[config.mk]
export PLATFORM = sky130hd
export DESIGN_NAME = capture_ctrl
export DESIGN_NICKNAME = d
export VERILOG_FILES = /design/src/rtl/capture_ctrl_pkg.sv /design/src/rtl/capture_ctrl_trig.sv /design/src/rtl/capture_ctrl.sv
export SDC_FILE = /design/constraint.sdc
export NUM_CORES = 1
export LEC_CHECK = 0
export BUFFER_PORTS_ARGS = -buffer_cell sky130_fd_sc_hd__buf_2
export CAP_MARGIN = 20
export CORE_ASPECT_RATIO = 0.9
export CORE_MARGIN = 1
export CORE_UTILIZATION = 60
export CTS_CLUSTER_SIZE = 25
export DETAILED_ROUTE_END_ITERATION = 16
export GPL_TIMING_DRIVEN = 0
export PLACE_DENSITY = 0.84
export SKIP_LAST_GASP = 1
export SLEW_MARGIN = 20
export SYNTH_ARGS = -nofsm -noshare
export SYNTH_HDL_FRONTEND = slang
export SYNTH_SLANG_ARGS = --single-unit
[constraint.sdc]
create_clock -name clk -period 7.5 [get_ports clk]
set_input_delay 1.5 -clock clk [delete_from_list [all_inputs] [get_ports clk]]
set_output_delay 1.5 -clock clk [all_outputs]
set_load 0.1 [all_outputs]
[src/rtl/capture_ctrl_pkg.sv]
// Shared types and constants for the trace capture sequencer.
// Provides the FSM state enum, trigger mode codes and trace geometry.
package capture_ctrl_pkg;

  localparam int TRACE_DEPTH = 256;
  localparam int TRACE_AW    = 8;

  localparam logic [1:0] CAP_AUTO   = 2'b00;
  localparam logic [1:0] CAP_NORMAL = 2'b01;
  localparam logic [1:0] CAP_SINGLE = 2'b10;

  typedef enum logic [2:0] {
    ST_IDLE,
    ST_PRETRIG,
    ST_WAIT_TRIG,
    ST_POST,
    ST_DONE
  } cap_state_t;

  function automatic logic is_auto(
    input logic [1:0] m
  );
    return m == CAP_AUTO;
  endfunction

endpackage

[src/rtl/capture_ctrl_trig.sv]
// Level/edge trigger detector: holds the previous accepted sample.
// Ports: clk, rst_n, clr (forget history), upd (accepted sample),
// sample, trig_level, trig_rising in; hit (combinational) out.
module trig_detect #(
  parameter int DW = 8
) (
  input  logic          clk,
  input  logic          rst_n,
  input  logic          clr,
  input  logic          upd,
  input  logic [DW-1:0] sample,
  input  logic [DW-1:0] trig_level,
  input  logic          trig_rising,
  output logic          hit
);

  logic [DW-1:0] prev;
  logic          prev_valid;

  always_ff @(posedge clk) begin
    if (!rst_n) begin
      prev       <= '0;
      prev_valid <= 1'b0;
    end else if (clr) begin
      prev_valid <= 1'b0;
    end else if (upd) begin
      prev       <= sample;
      prev_valid <= 1'b1;
    end
  end

  logic rise_hit;
  logic fall_hit;

  assign rise_hit = (prev < trig_level) &&
                    (sample >= trig_level);
  assign fall_hit = (prev > trig_level) &&
                    (sample <= trig_level);

  assign hit = prev_valid &&
               (trig_rising ? rise_hit : fall_hit);

endmodule

[src/rtl/capture_ctrl.sv]
// Triggered trace acquisition into a double-banked sample RAM.
// In: clk, rst_n, sample/sample_vld, trig_level, trig_rising, mode,
// arm, vblnk. Out: wr_en/wr_addr/wr_data/wr_bank RAM write side,
// disp_bank/disp_start read side, busy, trig_seen, frame_done.
module capture_ctrl
  import capture_ctrl_pkg::*;
#(
  parameter int DEPTH   = TRACE_DEPTH,
  parameter int AW      = TRACE_AW,
  parameter int DW      = 8,
  parameter int PRETRIG = 32,
  parameter int TIMEOUT = 100000
) (
  input  logic          clk,
  input  logic          rst_n,
  input  logic [DW-1:0] sample,
  input  logic          sample_vld,
  input  logic [DW-1:0] trig_level,
  input  logic          trig_rising,
  input  logic [1:0]    mode,
  input  logic          arm,
  input  logic          vblnk,
  output logic          wr_en,
  output logic [AW-1:0] wr_addr,
  output logic [DW-1:0] wr_data,
  output logic          wr_bank,
  output logic          disp_bank,
  output logic [AW-1:0] disp_start,
  output logic          busy,
  output logic          trig_seen,
  output logic          frame_done
);

  localparam int TW = (TIMEOUT > 1) ?
                      $clog2(TIMEOUT) : 1;

  localparam logic [AW-1:0] PRE_LAST =
    AW'(PRETRIG - 1);
  localparam logic [AW-1:0] POST_LAST =
    AW'(DEPTH - PRETRIG - 1);
  localparam logic [AW-1:0] PRE_OFS =
    AW'(PRETRIG);
  localparam logic [TW-1:0] TO_LAST =
    TW'(TIMEOUT - 1);

  cap_state_t    state;
  logic [AW-1:0] wptr;
  logic [AW-1:0] pre_cnt;
  logic [AW-1:0] post_cnt;
  logic [TW-1:0] to_cnt;
  logic [AW-1:0] start_nxt;
  logic          run_auto;
  logic          vblnk_d;

  logic capturing;
  logic acc;
  logic hit;
  logic forced;
  logic trig;
  logic swap;
  logic start_run;

  assign capturing = (state == ST_PRETRIG)   ||
                     (state == ST_WAIT_TRIG) ||
                     (state == ST_POST);

  assign acc = sample_vld && capturing;

  // The timeout needs a trace started in auto mode, and a live
  // switch away from auto cancels it at once.
  assign forced = run_auto && is_auto(mode) &&
                  (to_cnt == TO_LAST);

  assign trig = acc && (state == ST_WAIT_TRIG) &&
                (hit || forced);

  assign swap = (state == ST_DONE) &&
                vblnk && !vblnk_d;

  assign start_run =
    ((state == ST_IDLE) &&
     ((mode != CAP_SINGLE) || arm)) ||
    (swap && (mode != CAP_SINGLE));

  assign busy = (state != ST_IDLE);

  trig_detect #(
    .DW(DW)
  ) u_trig (
    .clk         (clk),
    .rst_n       (rst_n),
    .clr         (start_run),
    .upd         (acc),
    .sample      (sample),
    .trig_level  (trig_level),
    .trig_rising (trig_rising),
    .hit         (hit)
  );

  always_ff @(posedge clk) begin
    if (!rst_n) begin
      state      <= ST_IDLE;
      wptr       <= '0;
      pre_cnt    <= '0;
      post_cnt   <= '0;
      to_cnt     <= '0;
      start_nxt  <= '0;
      run_auto   <= 1'b0;
      vblnk_d    <= 1'b0;
      wr_en      <= 1'b0;
      wr_addr    <= '0;
      wr_data    <= '0;
      wr_bank    <= 1'b0;
      disp_bank  <= 1'b1;
      disp_start <= '0;
      trig_seen  <= 1'b0;
      frame_done <= 1'b0;
    end else begin
      vblnk_d    <= vblnk;
      wr_en      <= acc;
      trig_seen  <= trig;
      frame_done <= swap;

      if (acc) begin
        wr_addr <= wptr;
        wr_data <= sample;
        wptr    <= wptr + 1'b1;
      end

      unique case (state)
        ST_IDLE: begin
        end
        ST_PRETRIG: begin
          if (acc) begin
            pre_cnt <= pre_cnt + 1'b1;
            if (pre_cnt == PRE_LAST)
              state <= ST_WAIT_TRIG;
          end
        end
        ST_WAIT_TRIG: begin
          if (trig) begin
            // The trigger sample is the first post sample.
            start_nxt <= wptr - PRE_OFS;
            post_cnt  <= AW'(1);
            state     <= (POST_LAST == '0) ?
                         ST_DONE : ST_POST;
          end else if (acc && to_cnt != TO_LAST) begin
            to_cnt <= to_cnt + 1'b1;
          end
        end
        ST_POST: begin
          if (acc) begin
            post_cnt <= post_cnt + 1'b1;
            if (post_cnt == POST_LAST)
              state <= ST_DONE;
          end
        end
        ST_DONE: begin
          if (swap) begin
            wr_bank    <= ~wr_bank;
            disp_bank  <= wr_bank;
            disp_start <= start_nxt;
            state      <= ST_IDLE;
          end
        end
        default: state <= ST_IDLE;
      endcase

      // Both IDLE exit and a non-single swap restart capture.
      if (start_run) begin
        state    <= ST_PRETRIG;
        pre_cnt  <= '0;
        post_cnt <= '0;
        to_cnt   <= '0;
        run_auto <= is_auto(mode);
      end
    end
  end

endmodule

; ---- Yosys cells after proc, flatten, opt, wreduce, memory -nomap -nowiden
; Cells that the tools add are included.
[classes]
n_addsub = 5
n_bitwise = 5
mux = 12
n_eq_ne = 22
order_cmp = 4
reduce_logical = 32
[op_table]
columns = op, count
row1 = "8-bit by 1-bit adder with 8-bit output, second input constant", 3
row2 = 3-bit two-way mux, 6
row3 = "17-bit by 1-bit adder with 17-bit output, second input constant", 1
row4 = "17-bit == test, second input constant", 1
row5 = "17-bit != test, second input constant", 1
row6 = 8-bit two-way mux, 2
row7 = 8-bit one-hot mux with 2 select lines, 1
row8 = 3-bit one-hot mux with 5 select lines, 1
row9 = 7-bit AND reduction, 2
row10 = 1-bit logical AND, 13
row11 = "2-bit != test, second input constant", 6
row12 = "3-bit != test, second input constant", 4
row13 = "8-bit by 5-bit == test with 1-bit output, second input constant", 1
row14 = "8-bit == test, second input constant", 1
row15 = 8-bit greater-or-equal comparator, 1
row16 = 8-bit greater-than comparator, 1
row17 = 8-bit <= comparator, 1
row18 = 8-bit < comparator, 1
row19 = 2-bit AND reduction, 4
row20 = "8-bit by 6-bit subtractor with 8-bit output, second input constant", 1
row21 = "3-bit by 2-bit == test with 1-bit output, second input constant", 2
row22 = "3-bit by 2-bit != test with 1-bit output, second input constant", 2
row23 = 3-bit AND reduction, 2
row24 = 1-bit logical OR, 5
row25 = 11 further kinds, 17
[word_totals]
output_inout_bits = 30
regBits = 92

; ---- Logic depth before layout (Yosys ltp)
; Gate-level depths: netlist of run 1.
[logic_depth]
ltp_word = 9
mapped_depth = 11

; ---- Cells and area by module
; A second synthesis of run 1 with hierarchy kept.
[hier_totals]
cells_unflattened = 493
hier_area_um2 = 4316.6
[modules_own_cells]
columns = module, cells_per_inst, seq_area_each_um2, area_each_um2, n_inst
row1 = capture_ctrl, 408, 1661.6, 3568.4, 1
row2 = trig_detect, 85, 180.2, 748.2, 1

; ---- Least setup slack after synthesis of run 1
; No wires, ideal clock.
[synth_path]
path_kind = input-to-reg
from = in trig_level[1]
to = reg post_cnt[6]
setup_ns = 0.071
t_required_ns = 7.429
t_arrival_ns = 3.648
slack_ns = 3.781
cell_stages = 10
n_path_buf = 0
path_cell_list = inv_1 -> ha_1 -> nor2b_1 -> o31ai_2 -> a21oi_1 -> o32a_1 -> a221oi_4 -> o311ai_2 -> or3_1 -> a21oi_1
[synth_via]
elab_chain_cells = 8
elab_cells_between_ends = 12
classes_between = order compare (4) / eq/ne (1) / mux (1) / reduce/logical (6)
[synth_lines]
columns = element, line
row1 = start: declaration, capture_ctrl.sv:18  ; input logic [DW-1:0] trig_level,
row2 = 8-bit greater-than comparator (tied with other cells), capture_ctrl_trig.sv:37  ; assign fall_hit = (prev > trig_level) &&
row3 = "1-bit logical AND, on equally long branches", "capture_ctrl_trig.sv:37, capture_ctrl_trig.sv:35"
row4 = 1-bit two-way mux *, capture_ctrl_trig.sv:41  ; (trig_rising ? rise_hit : fall_hit);
row5 = 1-bit logical AND *, capture_ctrl_trig.sv:40  ; assign hit = prev_valid &&
row6 = 1-bit logical OR *, capture_ctrl.sv:75  ; (hit || forced);
row7 = 1-bit logical AND *, capture_ctrl.sv:74  ; assign trig = acc && (state == ST_WAIT_TRIG) &&
row8 = 2-bit != test (no line) *, --
row9 = 3-bit AND reduction (no line) *, --
row10 = end signal: assignment, capture_ctrl.sv:153  ; post_cnt <= post_cnt + 1'b1;
row11 = end: declaration, capture_ctrl.sv:49  ; logic [AW-1:0] post_cnt;
; Mark *: on every way between the ends. The rest lies on a longest branch, timed or not.
; A chain may end at the register's enable or synchronous reset.

; ---- Worst setup path after layout of run 1
[layout_path]
from = in sample[1]
to = reg start_nxt[5]
[layout_via]
elab_chain_cells = 7
elab_cells_between_ends = 9
classes_between = order compare (2) / mux (1) / reduce/logical (6)
[layout_lines]
columns = element, line
row1 = start: declaration, capture_ctrl.sv:16  ; input logic [DW-1:0] sample,
row2 = 8-bit <= comparator or 8-bit greater-or-equal comparator (tied branches), "capture_ctrl_trig.sv:38, capture_ctrl_trig.sv:36"
row3 = "1-bit logical AND, on equally long branches", "capture_ctrl_trig.sv:37, capture_ctrl_trig.sv:35"
row4 = 1-bit two-way mux *, capture_ctrl_trig.sv:41
row5 = 1-bit logical AND *, capture_ctrl_trig.sv:40
row6 = 1-bit logical OR *, capture_ctrl.sv:75
row7 = 1-bit logical AND *, capture_ctrl.sv:74
row8 = 2-bit AND reduction (no line) *, --
row9 = end signal: assignment, capture_ctrl.sv:143  ; start_nxt <= wptr - PRE_OFS;
row10 = end: declaration, capture_ctrl.sv:51  ; logic [AW-1:0] start_nxt;
; Marks and branches as above.

==> impl_metrics.csv, run 1 <==
group,metric,value,unit
status,status,"complete, no violations",
cells_and_area,diodes,0,
cells_and_area,final_net_count,608,
detailed_routing,wire_per_inst,14.5,um
clock_network,cts_inserted_buffers,9,
grt,grtUsageMet1,0.331,
floorplan,die-width,90.0,um
floorplan,effective_utilization_at_floorplan,0.629,
detailed_routing,post_drt_via_cell_ratio,5.71,
grt,gr-usage-met3,0.0627,
sta,min_period_over_period,0.521,
grt,first_pass_grt_wire_length,15800,um
grt,grt_overflow_total,0,
clock_network,tritoncts,"built",
setup_path,critPathRequiredTime,7740,ps
sta,maxSlewViolCount,0,
sta,fin_setup_tns,0,ps
placed_design,dp_hpwl,6930,um
setup_path,cp-start-kind,"input port",
cells_and_area,syn_to_final_growth,13.2,%
setup_path,cp-end-kind,"register",
cells_and_area,finalInstanceArea,4740,um^2
run,maxCapViolCount,0,
detailed_routing,detail_route.drc_violations,0,
sta,report.final.setup_viol,0,
grt,busiest_layer,"met2",
cells_and_area,finish.cell_count_without_fillers,656,
synth,yosys_warnings,0,
clock_network,longest_clk_path_bufs,2,
grt,initial_antenna_violation_count,0,
detailed_routing,wire_length_reported_by_the_detailed_router,9510,um
power,pwr_density_cell,190,nW/um^2
hold_path,min-delay-path-class,"register to register",
floorplan,coreArea,6660,um^2
detailed_routing,firstDrtPassIters,5,
placed_design,postPlaceCellArea,4550,um^2
sta,post-route-min-period,3910,ps
setup_path,criticalPathCategory,"input port to register",
placed_design,placedCellCount,641,
clock_network,post_cts_hold_buffer_count,0,
synth,dominant_synthesized_flop_cell,"sky130_fd_sc_hd__dfxtp_1",
detailed_routing,via_count,3744,
power,ir_drop,0.137,mV
clock_network,post_cts_buffers,0,
clock_network,cts.repair.resized,0,
grt,grt_use_met2,0.480,
synth,syn-num-nets,546,
synth,synth_enable_flop_cells,0,
setup_path,critical_path.max_fanout,10,
detailed_routing,ant_nets_after_route,0,
clock_network,cts.htree.levels,3,
detailed_routing,drt_iter0_markers,185,
synth,synth_cell_type_count,49,
clock_network,clk_pin_slew_worst_paths,90,ps
sta,finalHoldViolations,0,
setup_path,worstPathArrival,4140,ps
synth,synth-seq-cells,92,
floorplan,die_area,7310,um^2
sta,max-slew-margin-rel,0.558,
grt,global_route.usage.total,0.271,
sta,timing_worst_slew_pin_value,647,ps
grt,via_count_of_the_first_global_routing_pass,3424,
cells_and_area,final_layout_size_suffix_gt1_frac,0.133,
floorplan,die_h,81.2,um
sta,finalWorstSetupSlack,3590,ps
synth,cell_area_synth,4190,um^2
floorplan,ioPinCount,54,
power,cellLeakagePower,1.80,nW
cells_and_area,final_core_utilization,0.712,
clock_network,cts_root_buf,"sky130_fd_sc_hd__clkbuf_8",
synth,syn-instance-count,500,
synth,synth_sequential_area_ratio,0.440,
placed_design,portBuffers,51,
sta,rsz0062_at_grt,"false",
synth,syn_avg_cell_area,8.37,um^2
sta,fin_hold_ws,453,ps
sta,finClkSkew,10.1,ps
placed_design,place_congestion,0.866,
clock_network,worstSkewPairLatency,360,ps
grt,grt_max_degree,16,
sta,clock.fmax,256,MHz
floorplan,placementRows,28,
clock_network,clock_sinks,92,
placed_design,dpl_worst_slack,3230,ps
synth,synth-async-reset-ratio,0,
power,finalPower,902,uW
==> where the power goes <==
part	total (mW)	internal (mW)	switching (mW)
Combinational	0.0913	0.0241	0.0673
Clock	0.312	0.139	0.173
Sequential	0.499	0.495	0.00409
Total	0.902	0.658	0.244
==> cell usage after synthesis (2+ instances only) <==
master,n,area [um^2]
sky130_fd_sc_hd__a2111oi_1,4,40.0
sky130_fd_sc_hd__nand2_1,88,330
sky130_fd_sc_hd__o21ai_0,9,45.0
sky130_fd_sc_hd__nor4b_1,2,17.5
sky130_fd_sc_hd__nor2_1,52,195
sky130_fd_sc_hd__or3_1,6,37.5
sky130_fd_sc_hd__xnor2_1,20,175
sky130_fd_sc_hd__nand3_1,15,75.1
sky130_fd_sc_hd__nor3_1,2,10.0
sky130_fd_sc_hd__buf_2,3,15.0
sky130_fd_sc_hd__dfxtp_1,92,1840
sky130_fd_sc_hd__nor4_1,2,12.5
sky130_fd_sc_hd__a211oi_1,4,30.0
sky130_fd_sc_hd__a21oi_1,49,245
sky130_fd_sc_hd__a2111oi_0,7,61.3
sky130_fd_sc_hd__and2b_1,2,15.0
sky130_fd_sc_hd__and2_1,3,18.8
sky130_fd_sc_hd__ha_1,22,275
sky130_fd_sc_hd__nor2b_1,4,25.0
sky130_fd_sc_hd__o21ai_1,7,35.0
sky130_fd_sc_hd__xor2_1,13,114
sky130_fd_sc_hd__and4_1,2,17.5
sky130_fd_sc_hd__inv_1,20,75.1
sky130_fd_sc_hd__and3_1,7,43.8
sky130_fd_sc_hd__nand4_1,15,93.8
sky130_fd_sc_hd__nand3b_1,3,22.5
sky130_fd_sc_hd__clkbuf_1,20,75.1
sky130_fd_sc_hd__mux2i_1,2,20.0
sky130_fd_sc_hd__a31oi_1,2,12.5
sky130_fd_sc_hd__nand2b_1,2,12.5
sky130_fd_sc_hd__o31ai_1,3,22.5
==> layout make-up <==
type | instances | area [um^2]
inverters | 21 | 78.8
multi-input cells | 363 | 2170
plain buffers | 24 | 93.8
well taps | 90 | 113
flip-flops and latches | 92 | 1840
clock inverters | 4 | 33.8
fillers | 541 | 1920
clock buffers | 11 | 151
repair buffers | 51 | 255
==> cells in the final DEF, fill, tap and decap left out, types with 7 or more instances in the layout <==
cell / instances
sky130_fd_sc_hd__dfxtp_1: 92
sky130_fd_sc_hd__nand4_1: 15
sky130_fd_sc_hd__a21oi_1: 49
sky130_fd_sc_hd__nor2_1: 52
sky130_fd_sc_hd__nand3_1: 15
sky130_fd_sc_hd__inv_1: 20
sky130_fd_sc_hd__xnor2_1: 20
sky130_fd_sc_hd__a2111oi_0: 7
sky130_fd_sc_hd__and3_1: 7
sky130_fd_sc_hd__clkbuf_1: 20
sky130_fd_sc_hd__ha_1: 22
sky130_fd_sc_hd__nand2_1: 88
sky130_fd_sc_hd__clkbuf_8: 11
sky130_fd_sc_hd__buf_2: 54
sky130_fd_sc_hd__o21ai_0: 9
sky130_fd_sc_hd__xor2_1: 13
sky130_fd_sc_hd__o21ai_1: 7
==> worst paths after layout <==
path / start / to / slack, ps / cells after the start
worst max-delay path: sample[1] / start_nxt[5] / 3590 / 11
worst min-delay path: wr_data[0] / wr_data[0] / 450 / 2
worst max register to register: u_trig.prev[1] / start_nxt[5] / 4830 / 10
worst min register to register: wr_data[0] / wr_data[0] / 450 / 2
==> critical path: stages <==
cell and delay, ps:
sky130_fd_sc_hd__buf_2 110, sky130_fd_sc_hd__ha_1 300, sky130_fd_sc_hd__nor2b_1 140, sky130_fd_sc_hd__o31ai_2 260, sky130_fd_sc_hd__a21oi_1 130, sky130_fd_sc_hd__o32a_1 390, sky130_fd_sc_hd__a221oi_4 520, sky130_fd_sc_hd__o21ai_2 250
sky130_fd_sc_hd__clkbuf_1 290, sky130_fd_sc_hd__nand3_1 170, sky130_fd_sc_hd__o31ai_1 80
==> registers in the layout, summed over array words and instances (netlist names) <==
name,flops
disp_bank,1
disp_start,8
frame_done,1
post_cnt,8
pre_cnt,8
run_auto,1
start_nxt,8
state,3
to_cnt,17
trig_seen,1
u_trig.prev,8
u_trig.prev_valid,1
vblnk_d,1
wptr,8
wr_addr,8
wr_bank,1
wr_data,8
wr_en,1
==> logic make-up (layout without fill, tap and decap cells) <==
group / after synthesis / count (layout) / synth area share
simple gates: 207 / 207 / 0.225
compound gates: 98 / 98 / 0.151
fa+ha+maj: 22 / 22 / 0.0658
mux: 3 / 3 / 0.00747
buf+inv: 45 / 111 / 0.0413
xor+xnor: 33 / 33 / 0.0691
flops: 92 / 92 / 0.440
==> layer usage <==
metal / vias up / routed length (um)
met3: 13 / 570
met1: 1759 / 4200
li1: 1853 / -
met5: - / 0
met4: 0 / 120
met2: 119 / 4620
(Power assumes the default switching activity.)
==> run 2, diff against run 1 <==
- CORE_UTILIZATION: 60 -> 57
- PLACE_DENSITY: 0.84 -> 0.81
- clock period: 7.5 -> 3.8 ns (I/O delays scaled with it)
==> impl_metrics.csv, run 2 (synthesized netlist as in run 1, its figures left out) <==
group,metric,value,unit
status,status,"complete, no violations",
sta,post-route-min-period,3070,ps
cells_and_area,layout.cells.most_common,"sky130_fd_sc_hd__dfxtp_1",
grt,first_pass_grt_wire_length,16000,um
clock_network,post_cts_buffers,0,
clock_network,longest_clk_path_bufs,2,
cells_and_area,diodes,0,
detailed_routing,post_drt_via_cell_ratio,5.70,
floorplan,die-width,92.3,um
placed_design,placedCellCount,644,
clock_network,clk_pin_slew_worst_paths,90,ps
sta,timing_worst_slew_pin_value,683,ps
setup_path,cp-start-kind,"input port",
floorplan,die_h,83.3,um
grt,via_count_of_the_first_global_routing_pass,3560,
sta,min_period_over_period,0.807,
grt,initial_antenna_violation_count,0,
floorplan,ioPinCount,54,
detailed_routing,detail_route.drc_violations,0,
setup_path,cp-end-kind,"register",
detailed_routing,wire_length_reported_by_the_detailed_router,9590,um
cells_and_area,syn_to_final_growth,14.3,%
floorplan,placementRows,29,
sta,rsz0062_at_grt,"false",
clock_network,cts_inserted_buffers,9,
cells_and_area,layout_common_cells,"sky130_fd_sc_hd__dfxtp_1 (92), sky130_fd_sc_hd__nand2_1 (88), sky130_fd_sc_hd__buf_2 (54), sky130_fd_sc_hd__nor2_1 (52), sky130_fd_sc_hd__a21oi_1 (49)",
placed_design,dp_hpwl,6830,um
sta,report.final.setup_viol,0,
floorplan,die_area,7690,um^2
power,ir_drop,0.300,mV
setup_path,criticalPathCategory,"input port to register",
placed_design,place_congestion,0.848,
power,finalPower,1.89,mW
power,pwr-share-seq,0.521,
clock_network,tritoncts,"built",
cells_and_area,final_layout_size_suffix_gt1_frac,0.133,
placed_design,portBuffers,51,
sta,finClkSkew,11.6,ps
run,maxCapViolCount,0,
cells_and_area,final_net_count,608,
sta,clock.fmax,326,MHz
detailed_routing,firstDrtPassIters,4,
power,cellLeakagePower,1.82,nW
grt,grt_max_degree,17,
power,switching_power,494,uW
grt,global_route.usage.total,0.259,
clock_network,cts.repair.resized,0,
sta,max-slew-margin-rel,0.542,
sta,fin_hold_ws,460,ps
sta,maxSlewViolCount,0,
clock_network,cts_root_buf,"sky130_fd_sc_hd__clkbuf_8",
clock_network,worstSkewPairLatency,370,ps
clock_network,cts.htree.levels,3,
cells_and_area,largest-register,"to_cnt",
floorplan,coreArea,7080,um^2
clock_network,post_cts_hold_buffer_count,0,
power,power_frac_comb,0.095,
sta,fin_setup_tns,0,ps
floorplan,effective_utilization_at_floorplan,0.592,
setup_path,worstPathArrival,3310,ps
power,power.share.switching,0.261,
detailed_routing,drt_iter0_markers,244,
detailed_routing,via_count,3755,
detailed_routing,wire_per_inst,14.6,um
power,clock_power_share,0.384,
grt,grt_overflow_total,0,
cells_and_area,final_core_utilization,0.676,
setup_path,critPathRequiredTime,4050,ps
detailed_routing,ant_nets_after_route,0,
cells_and_area,largest_reg_flops,17,
setup_path,critical_path.max_fanout,10,
hold_path,min-delay-path-class,"register to register",
power,pwr_density_cell,396,nW/um^2
cells_and_area,finish.cell_count_without_fillers,659,
power,internal_power,1.40,mW
clock_network,clock_sinks,92,
sta,finalHoldViolations,0,
## run 2: changes by cell type in the layout (fill, tap and decap cells not counted), sizes merged
cell | previous run | this run
inv | 22 | 21
clkbuf | 31 | 29
bufinv | 0 | 2
clkinv | 2 | 3
## run 2: routing by layer
layer / vias up / routed length [um] / GRT usage
li1: 1843 / - / -
met4: 0 / 178 / 0.0923
met3: 24 / 550 / 0.0641
met2: 114 / 4350 / 0.405
met5: - / 0 / 0
met1: 1774 / 4510 / 0.346
## run 2: final cells by class
| class | instances | area (um^2) |
|---|---|---|
| plain buffers | 24 | 93.8 |
| clock buffers | 9 | 124 |
| clock inverters | 6 | 101 |
| fillers | 605 | 2290 |
| inverters | 21 | 78.8 |
| multi-input cells | 363 | 2170 |
| flip-flops and latches | 92 | 1840 |
| well taps | 93 | 116 |
| repair buffers | 51 | 255 |
## run 2: worst max-delay path, cell delays in order
cell and delay, ps:
sky130_fd_sc_hd__buf_2 110, sky130_fd_sc_hd__ha_1 300, sky130_fd_sc_hd__nor2b_1 140, sky130_fd_sc_hd__o31ai_2 230, sky130_fd_sc_hd__a21oi_1 120, sky130_fd_sc_hd__o32a_1 380, sky130_fd_sc_hd__a221oi_4 510, sky130_fd_sc_hd__o21ai_2 260
sky130_fd_sc_hd__clkbuf_1 270, sky130_fd_sc_hd__nand3_1 140, sky130_fd_sc_hd__o31ai_1 70
## run 2: power groups by stage
stage | Sequential, mW | Combinational [mW] | Clock [mW]
3_3_place_gp | 1.01 | 0.172 | 0
6_report | 0.985 | 0.180 | 0.727
5_1_grt | 0.987 | 0.197 | 0.784
2_1_floorplan | 1.04 | 0.0954 | 0
3_5_place_dp | 1.01 | 0.177 | 0
4_1_cts | 0.985 | 0.179 | 0.736
## run 2: final timing paths
| check | startpoint | to | slack (ps) | depth (start not counted) |
|---|---|---|---|---|
| worst min-delay path | wr_addr[5] | wr_addr[5] | 460 | 2 |
| worst max register to register | u_trig.prev[6] | start_nxt[6] | 1170 | 10 |
| worst min register to register | wr_addr[5] | wr_addr[5] | 460 | 2 |
| worst max-delay path | sample[1] | start_nxt[6] | 730 | 11 |
## run 2: metrics by stage
stage / instance area (um^2) / worst slack (ps)
after global routing: 4780 / 586
after detailed placement: 4560 / 346
after floorplan: 4190 / 821
after global placement: 4560 / 399
after CTS: 4780 / 744
final: 4780 / 733
